## src/rtl/mc_control_alu_core_if.sv

```systemverilog
// Datapath <-> control/ALU core bundle: instruction, PC and operands in; ALU result, PC+4 and control lines out.
// master = surrounding datapath, slave = the core.
interface mc_control_alu_core_if;
  logic [31:0] instr;
  logic [31:0] pcQ;
  logic [31:0] SrcA;
  logic [31:0] SrcB;
  logic [31:0] ALUResult;
  logic [31:0] pcPlus4;
  logic [4:0]  ALUControl;
  logic        alu4, alu3, alu2, alu1, alu0;
  logic        memToReg, memWrite, branchEnable, ALUSrc, regDst, regWriteEnable, jump, jumpReg;
  logic        PCWrite, IorD, IRWrite, ALUSrcA, secondRound;
  logic [1:0]  ALUSrcB;
  logic [1:0]  PCSrc;

  modport master (
    output instr, pcQ, SrcA, SrcB,
    input  ALUResult, pcPlus4, ALUControl, alu4, alu3, alu2, alu1, alu0,
    input  memToReg, memWrite, branchEnable, ALUSrc, regDst, regWriteEnable, jump, jumpReg,
    input  PCWrite, IorD, IRWrite, ALUSrcA, secondRound, ALUSrcB, PCSrc
  );

  modport slave (
    input  instr, pcQ, SrcA, SrcB,
    output ALUResult, pcPlus4, ALUControl, alu4, alu3, alu2, alu1, alu0,
    output memToReg, memWrite, branchEnable, ALUSrc, regDst, regWriteEnable, jump, jumpReg,
    output PCWrite, IorD, IRWrite, ALUSrcA, secondRound, ALUSrcB, PCSrc
  );
endinterface

```

## src/rtl/mc_control_alu_core.sv

```systemverilog
// Multicycle MIPS-subset control FSM + 32-bit ALU + PC+4 adder; outputs combinational from state/instr.
// Most instructions take one cycle, lw/sw two; no backpressure, datapath follows the control lines.
module mc_control_alu_core (
  input  logic                 clock,
  input  logic                 reset,
  mc_control_alu_core_if.slave bus
);

  typedef enum logic [1:0] {FETCH, LW_MEM, SW_MEM} state_t;

  localparam logic [4:0] ALU_ADD = 5'b00010;
  localparam logic [4:0] ALU_SUB = 5'b00110;
  localparam logic [4:0] ALU_AND = 5'b00000;
  localparam logic [4:0] ALU_OR  = 5'b00001;
  localparam logic [4:0] ALU_NOR = 5'b01100;
  localparam logic [4:0] ALU_SLT = 5'b00111;

  localparam logic [5:0] OP_RTYPE = 6'h00;
  localparam logic [5:0] OP_J     = 6'h02;
  localparam logic [5:0] OP_JAL   = 6'h03;
  localparam logic [5:0] OP_BLT   = 6'h04;
  localparam logic [5:0] OP_NORI  = 6'h0E;
  localparam logic [5:0] OP_LW    = 6'h23;
  localparam logic [5:0] OP_SW    = 6'h2B;

  state_t     state;
  logic [5:0] opcode;
  logic [5:0] funct;
  logic [4:0] alu_ctl;

  assign opcode = bus.instr[31:26];
  assign funct  = bus.instr[5:0];

  always_ff @(posedge clock) begin
    if (reset) begin
      state <= FETCH;
    end else begin
      case (state)
        FETCH: begin
          if (opcode == OP_LW)      state <= LW_MEM;
          else if (opcode == OP_SW) state <= SW_MEM;
          else                      state <= FETCH;
        end
        default: state <= FETCH;
      endcase
    end
  end

  always_comb begin
    alu_ctl            = ALU_ADD;
    bus.memToReg       = 1'b0;
    bus.memWrite       = 1'b0;
    bus.branchEnable   = 1'b0;
    bus.ALUSrc         = 1'b0;
    bus.regDst         = 1'b0;
    bus.regWriteEnable = 1'b0;
    bus.jump           = 1'b0;
    bus.jumpReg        = 1'b0;
    bus.PCWrite        = 1'b0;
    bus.IorD           = 1'b0;
    bus.IRWrite        = 1'b0;
    bus.ALUSrcA        = 1'b0;
    bus.secondRound    = 1'b0;
    bus.ALUSrcB        = 2'b00;
    bus.PCSrc          = 2'b00;

    if (state == LW_MEM || state == SW_MEM) begin
      // Memory round: address = base + SignImm, then advance PC; instr is ignored here.
      bus.secondRound = 1'b1;
      bus.IorD        = 1'b1;
      bus.ALUSrcB     = 2'b10;
      bus.ALUSrc      = 1'b1;
      bus.PCWrite     = 1'b1;
      if (state == LW_MEM) begin
        bus.memToReg       = 1'b1;
        bus.regWriteEnable = 1'b1;
      end else begin
        bus.memWrite = 1'b1;
      end
    end else begin
      bus.IRWrite = 1'b1;
      bus.PCWrite = 1'b1;
      case (opcode)
        OP_LW, OP_SW: bus.PCWrite = 1'b0;
        OP_RTYPE: begin
          case (funct)
            6'h20, 6'h22, 6'h24, 6'h25, 6'h27, 6'h2A: begin
              bus.regDst         = 1'b1;
              bus.regWriteEnable = 1'b1;
              case (funct)
                6'h22:   alu_ctl = ALU_SUB;
                6'h24:   alu_ctl = ALU_AND;
                6'h25:   alu_ctl = ALU_OR;
                6'h27:   alu_ctl = ALU_NOR;
                6'h2A:   alu_ctl = ALU_SLT;
                default: alu_ctl = ALU_ADD;
              endcase
            end
            6'h08: begin
              bus.jumpReg = 1'b1;
              bus.PCSrc   = 2'b01;
            end
            default: ;
          endcase
        end
        OP_J: begin
          bus.jump  = 1'b1;
          bus.PCSrc = 2'b01;
        end
        OP_JAL: begin
          bus.jump           = 1'b1;
          bus.PCSrc          = 2'b01;
          bus.regWriteEnable = 1'b1;
        end
        OP_BLT: begin
          bus.branchEnable = 1'b1;
          alu_ctl          = ALU_SUB;
          bus.PCSrc        = 2'b10;
        end
        OP_NORI: begin
          alu_ctl            = ALU_NOR;
          bus.ALUSrc         = 1'b1;
          bus.ALUSrcB        = 2'b10;
          bus.regWriteEnable = 1'b1;
        end
        default: ;
      endcase
    end

    // Reset only suppresses state-changing strobes; everything else keeps decoding.
    if (reset) begin
      bus.PCWrite        = 1'b0;
      bus.IRWrite        = 1'b0;
      bus.memWrite       = 1'b0;
      bus.regWriteEnable = 1'b0;
    end
  end

  assign bus.ALUControl = alu_ctl;
  assign bus.alu4       = alu_ctl[4];
  assign bus.alu3       = alu_ctl[3];
  assign bus.alu2       = alu_ctl[2];
  assign bus.alu1       = alu_ctl[1];
  assign bus.alu0       = alu_ctl[0];

  always_comb begin
    case (alu_ctl)
      ALU_ADD: bus.ALUResult = bus.SrcA + bus.SrcB;
      ALU_SUB: bus.ALUResult = bus.SrcA - bus.SrcB;
      ALU_AND: bus.ALUResult = bus.SrcA & bus.SrcB;
      ALU_OR:  bus.ALUResult = bus.SrcA | bus.SrcB;
      ALU_NOR: bus.ALUResult = ~(bus.SrcA | bus.SrcB);
      ALU_SLT: bus.ALUResult = {31'd0, $signed(bus.SrcA) < $signed(bus.SrcB)};
      default: bus.ALUResult = 32'd0;
    endcase
  end

  assign bus.pcPlus4 = bus.pcQ + 32'd4;

endmodule

```

## src/flat_wrapper.sv

```systemverilog
// flat-port wrapper written by rule: the top's interface ports become plain ports
module mc_control_alu_core_flat 
  (clock, reset, bus_instr, bus_pcQ, bus_SrcA, bus_SrcB, bus_ALUResult, bus_pcPlus4, bus_ALUControl, bus_alu4, bus_alu3, bus_alu2, bus_alu1, bus_alu0, bus_memToReg, bus_memWrite, bus_branchEnable, bus_ALUSrc, bus_regDst, bus_regWriteEnable, bus_jump, bus_jumpReg, bus_PCWrite, bus_IorD, bus_IRWrite, bus_ALUSrcA, bus_secondRound, bus_ALUSrcB, bus_PCSrc);
  mc_control_alu_core_if bus_i ();
  input  logic clock;
  input  logic reset;
  input wire logic [$bits(bus_i.instr)-1:0] bus_instr;
  input wire logic [$bits(bus_i.pcQ)-1:0] bus_pcQ;
  input wire logic [$bits(bus_i.SrcA)-1:0] bus_SrcA;
  input wire logic [$bits(bus_i.SrcB)-1:0] bus_SrcB;
  output wire logic [$bits(bus_i.ALUResult)-1:0] bus_ALUResult;
  output wire logic [$bits(bus_i.pcPlus4)-1:0] bus_pcPlus4;
  output wire logic [$bits(bus_i.ALUControl)-1:0] bus_ALUControl;
  output wire logic [$bits(bus_i.alu4)-1:0] bus_alu4;
  output wire logic [$bits(bus_i.alu3)-1:0] bus_alu3;
  output wire logic [$bits(bus_i.alu2)-1:0] bus_alu2;
  output wire logic [$bits(bus_i.alu1)-1:0] bus_alu1;
  output wire logic [$bits(bus_i.alu0)-1:0] bus_alu0;
  output wire logic [$bits(bus_i.memToReg)-1:0] bus_memToReg;
  output wire logic [$bits(bus_i.memWrite)-1:0] bus_memWrite;
  output wire logic [$bits(bus_i.branchEnable)-1:0] bus_branchEnable;
  output wire logic [$bits(bus_i.ALUSrc)-1:0] bus_ALUSrc;
  output wire logic [$bits(bus_i.regDst)-1:0] bus_regDst;
  output wire logic [$bits(bus_i.regWriteEnable)-1:0] bus_regWriteEnable;
  output wire logic [$bits(bus_i.jump)-1:0] bus_jump;
  output wire logic [$bits(bus_i.jumpReg)-1:0] bus_jumpReg;
  output wire logic [$bits(bus_i.PCWrite)-1:0] bus_PCWrite;
  output wire logic [$bits(bus_i.IorD)-1:0] bus_IorD;
  output wire logic [$bits(bus_i.IRWrite)-1:0] bus_IRWrite;
  output wire logic [$bits(bus_i.ALUSrcA)-1:0] bus_ALUSrcA;
  output wire logic [$bits(bus_i.secondRound)-1:0] bus_secondRound;
  output wire logic [$bits(bus_i.ALUSrcB)-1:0] bus_ALUSrcB;
  output wire logic [$bits(bus_i.PCSrc)-1:0] bus_PCSrc;
  assign bus_i.instr = bus_instr;
  assign bus_i.pcQ = bus_pcQ;
  assign bus_i.SrcA = bus_SrcA;
  assign bus_i.SrcB = bus_SrcB;
  assign bus_ALUResult = bus_i.ALUResult;
  assign bus_pcPlus4 = bus_i.pcPlus4;
  assign bus_ALUControl = bus_i.ALUControl;
  assign bus_alu4 = bus_i.alu4;
  assign bus_alu3 = bus_i.alu3;
  assign bus_alu2 = bus_i.alu2;
  assign bus_alu1 = bus_i.alu1;
  assign bus_alu0 = bus_i.alu0;
  assign bus_memToReg = bus_i.memToReg;
  assign bus_memWrite = bus_i.memWrite;
  assign bus_branchEnable = bus_i.branchEnable;
  assign bus_ALUSrc = bus_i.ALUSrc;
  assign bus_regDst = bus_i.regDst;
  assign bus_regWriteEnable = bus_i.regWriteEnable;
  assign bus_jump = bus_i.jump;
  assign bus_jumpReg = bus_i.jumpReg;
  assign bus_PCWrite = bus_i.PCWrite;
  assign bus_IorD = bus_i.IorD;
  assign bus_IRWrite = bus_i.IRWrite;
  assign bus_ALUSrcA = bus_i.ALUSrcA;
  assign bus_secondRound = bus_i.secondRound;
  assign bus_ALUSrcB = bus_i.ALUSrcB;
  assign bus_PCSrc = bus_i.PCSrc;
  mc_control_alu_core u_core (.clock(clock), .reset(reset), .bus(bus_i));
endmodule
```

## config.mk

```make
export PLATFORM = sky130hd
export DESIGN_NAME = mc_control_alu_core_flat
export DESIGN_NICKNAME = d
export VERILOG_FILES = /design/src/rtl/mc_control_alu_core_if.sv /design/src/rtl/mc_control_alu_core.sv /design/src/flat_wrapper.sv
export SDC_FILE = /design/constraint.sdc
export NUM_CORES = 1
export LEC_CHECK = 0
export ABC_AREA = 1
export BUFFER_PORTS_ARGS = -buffer_cell sky130_fd_sc_hd__buf_2
export CORE_ASPECT_RATIO = 0.7
export CORE_MARGIN = 8
export CORE_UTILIZATION = 35
export DETAILED_ROUTE_END_ITERATION = 7
export PLACE_DENSITY = 0.59
export SYNTH_ARGS = -nofsm -noshare
export SYNTH_HDL_FRONTEND = slang
export SYNTH_SLANG_ARGS = --single-unit
```

## constraint.sdc

```tcl
create_clock -name clock -period 4.3 [get_ports clock]
set_input_delay 0.645 -clock clock [delete_from_list [all_inputs] [get_ports clock]]
set_output_delay 0.645 -clock clock [all_outputs]
set_load 0.05 [all_outputs]
```

==> impl_results.md <==
* Sw Pwr at 1.02 mW
* Status: finished, final reports clean
* Largest cells by area after synthesis: sky130_fd_sc_hd__nand2_1, sky130_fd_sc_hd__inv_1, sky130_fd_sc_hd__ha_1
* Clock buffers created by TritonCTS at 3
* Minimum clock period at 3.72 ns
* Routed met3 length at 3510 microns
* Avg Vias per Cell at 4.92
* Grt total ovfl at 0
* Worst relative slew slack at 63.5%
* Number of antenna cells inserted at 0
* Clk Latency, worst-skew pair at 0.22 ns
* Number of flops mapped to enable cells by yosys at 0
* Yosys warning total at 0
* Measured slew at the worst slew-check pin at 0.542 ns
* Ports placed on the boundary at 221
* TritonCTS clock tree: yes
* Highest ir drop seen on vdd at 112 uV
* Synth-to-layout area growth at 15.1%
* Number of antenna violations at the first check in global routing at 0
* Worst endpoint data arrival time at 3.08 ns
* Final Hold Fails at 0
* Tot GR Track Use at 22.7%
* Initial core utilization at 35.5%
* Crit path launch type: primary input
* Number of global-route vias before repair at 9262
* Combined buffer and inverter count along the critical path at 2
* Fraction of synthesized area in multiplexers at 0.251%
* Critical-path maximum fanout at 4
* Worst path max stage delay at 0.54 ns
* DRC Markers at 0
* Compound-Gate Fraction of Synth Area at 7.28%
* FF+latch count, synth at 2
* Router iterations before antenna repair at 5
* Cell with the most instances after synthesis: sky130_fd_sc_hd__nand2_1
* Fraction of synthesized cell area taken by the top area cell type at 22.3%
* Number of DRC markers after the initial detailed-route iteration at 789
* Count of max-cap constraint violations at 0
* Core Util, Final at 40.8%
* Root Buffer Master: sky130_fd_sc_hd__clkbuf_16
* Sequential share of power at 1.2%
* Largest area contributor in the netlist: sky130_fd_sc_hd__nand2_1
* Peak clock frequency supported by timing at 269 MHz
* Flip-flop count of the largest register after layout at 2
* Setup tns final at 0 ns
* Gate count after technology mapping at 1580
* Detailed placer's ending HPWL at 29100 microns
* Unrepaired setup endpoints after global routing: no
* Biggest regs: u_core.state x2
* Port buffer count at 192
* Most frequent cells after synthesis: sky130_fd_sc_hd__nand2_1, sky130_fd_sc_hd__inv_1, sky130_fd_sc_hd__nor2_1, sky130_fd_sc_hd__nand3_1, sky130_fd_sc_hd__ha_1
* Worst-path cell chain: buf_2 -> ha_1 -> fa_1 -> nand2_1 -> nand3_1 -> nand3_1 -> nand2_1 -> nand2_1 -> nand2_1 -> nand2_1 -> nand3_1 -> nand2_1 -> nand3_1 -> nand3_1 -> buf_2
* Required time of the critical path at 3.65 ns
* Row cnt at 46
* Overall routed net length at 33300 microns
* Total of hold buffers inserted after clock tree synthesis at 0
* Number of nets in the layout at 1975
* Combinational family with the most area after synthesis: simple AND/OR/NAND/NOR gates
* Wire length of the first global-routing pass at 50400 microns
* Xor and xnor area share after synthesis at 5.92%
* Core region area at 22500 sq um
* RD Place Congestion at 0.969
* Clk network pwr share at 9.2%
* Comb pwr share at 89.5%
* Highest Signal Layer: met4
* Number of max-slew violations in the final report at 0
* Switching share of power at 66.9%
* Count of final setup violators at 0
* Library cell appearing most often on the critical path: sky130_fd_sc_hd__nand2_1
* Detailed route wirelength on metal2 at 13400 microns
* Power per Cell Area at 166 nW/um^2
* Mapped Area at 7990 sq um
* Detail Route Antenna Nets at 0
* DIE AREA at 28000 sq um
* Clock-pin slew on the worst setup and hold paths at 0.03 ns
* Fraction of final layout cells with drive strength greater than 1 at 13.6%
* Share of flip-flops with an asynchronous set or reset after synthesis at 0%
* Internal power consumption at 0.504 mW
* Simple-gate area share of the yosys netlist at 49.3%
* Critical path's top delay family: simple AND/OR/NAND/NOR gates
* Average wire per cell in the routed design at 16.2 microns
* Share of the clock period used by the worst path at 86.6%
* Kind of end point of the critical path: primary output
* Width of the die at 197 microns
* Resized Gates After CTS at 0
* Avg Synthesized Cell Area at 5.05 sq um
* Vias at 10100
* Pin count of the biggest net entering global routing at 20
* Total number of H-tree levels at 1
* Max Root-Sink Buffers at 2
* Post-CTS Setup Repair Bufs at 0
* Critical-path top delay cell: sky130_fd_sc_hd__fa_1
* Worst hold path type: in -> reg
* Reg with most FFs: u_core.state
* Reported leakage power at 5.62 nW
* Adder-cell share of the synthesized area at 16.3%
* M1 WL at 16100 microns
* Most instantiated flip-flop cell in the synthesis netlist: sky130_fd_sc_hd__dfxtp_1
* Count of clock tree sinks at 2
* Number of different library cells in the post-synthesis netlist at 44
* Type of the worst setup path: in -> out
* Post-route clock skew at 0.000749 ns
* Die extent in y at 142 microns
* Post-synthesis sequential area ratio at 0.501%
[kinds of logic (layout without fill, tap and decap cells)]
kind of cell | count (synthesis) | count (layout)
buffers and inverters | 393 | 550
other | 1 | 4
AOI/OAI and AO/OA | 110 | 110
and+or+nand+nor | 915 | 915
DFF | 2 | 2
xor gates and xnor gates | 54 | 54
adders and majority gates | 103 | 103
muxes | 2 | 2
[worst paths after layout]
check                      end  depth (start not counted)            start  slack [ns]
max reg2reg    u_core.state[1]                          4  u_core.state[0]        3.43
max          bus_ALUResult[26]                         15      bus_SrcB[0]        0.58
min            u_core.state[0]                          2    bus_instr[29]        0.65
min reg2reg    u_core.state[0]                          4  u_core.state[1]        0.76
[metal layers]
layer	track usage, %	vias to the layer above
met5	0	-
met4	2.39	0
met2	34.1	382
met3	4.91	21
met1	33.4	4555
li1	-	5132
[cell type report]
cell class	instances	area, sq um
fill	2645	13300
multi-input combinational	1188	6330
inverter	342	1280
timing repair buffer	205	1070
tap	312	390
clock buffer	3	75.1
sequential	2	40.0
[power by group through the flow]
stage | clock network [mW] | logic (mW) | registers (mW)
global route | 0.146 | 1.48 | 0.0189
CTS | 0.143 | 1.35 | 0.0189
floorplan | 0 | 0.957 | 0.0191
global placement | 0 | 1.34 | 0.0191
finish | 0.141 | 1.36 | 0.0189
detailed placement | 0 | 1.34 | 0.0191
[worst reg2reg max path: cells and delay by family, from the launching register on]
family / cells / cell delay (ns)
flip-flops: 1 / 0.36
buffers and inverters: 1 / 0.08
AND/OR/NAND/NOR: 2 / 0.13
adder cells (fa/ha/maj): 1 / 0.19
[through the flow]
step | power [mW] | worst slack (ns) | cells | hold WS, ns | cell area (sq um)
global placement | 1.35 | 0.636 | 2049 | 0.745 | 9110
global route | 1.65 | 0.413 | 2052 | 0.658 | 9190
detailed placement | 1.36 | 0.635 | 2049 | 0.749 | 9110
floorplan | 0.977 | 0.267 | 1583 | 0.701 | 8000
CTS | 1.51 | 0.627 | 2052 | 0.647 | 9190
finish | 1.52 | 0.576 | 2052 | 0.655 | 9190
[layout by cell type, fill, tap and decap left out, types with 3 or more instances in the layout]
master | Yosys | layout
sky130_fd_sc_hd__xor2_1 | 44 | 44
sky130_fd_sc_hd__clkbuf_16 | 0 | 3
sky130_fd_sc_hd__nand2_1 | 474 | 474
sky130_fd_sc_hd__nor4_1 | 4 | 4
sky130_fd_sc_hd__buf_2 | 20 | 192
sky130_fd_sc_hd__nor3_1 | 25 | 25
sky130_fd_sc_hd__nand4_1 | 34 | 34
sky130_fd_sc_hd__buf_4 | 17 | 12
sky130_fd_sc_hd__nor2_4 | 7 | 7
sky130_fd_sc_hd__o21ai_1 | 3 | 3
sky130_fd_sc_hd__ha_1 | 101 | 101
sky130_fd_sc_hd__a21oi_1 | 49 | 49
sky130_fd_sc_hd__inv_2 | 3 | 3
sky130_fd_sc_hd__nor2_1 | 183 | 183
sky130_fd_sc_hd__nand3_1 | 163 | 163
sky130_fd_sc_hd__inv_1 | 338 | 338
sky130_fd_sc_hd__nor2_2 | 5 | 5
sky130_fd_sc_hd__and2_1 | 3 | 3
sky130_fd_sc_hd__nor3b_1 | 3 | 3
sky130_fd_sc_hd__o21ai_0 | 47 | 47
sky130_fd_sc_hd__conb_1 | 1 | 4
sky130_fd_sc_hd__o21bai_1 | 5 | 5
sky130_fd_sc_hd__xnor2_1 | 10 | 10
No activity file was read; power rests on OpenSTA's default activity.
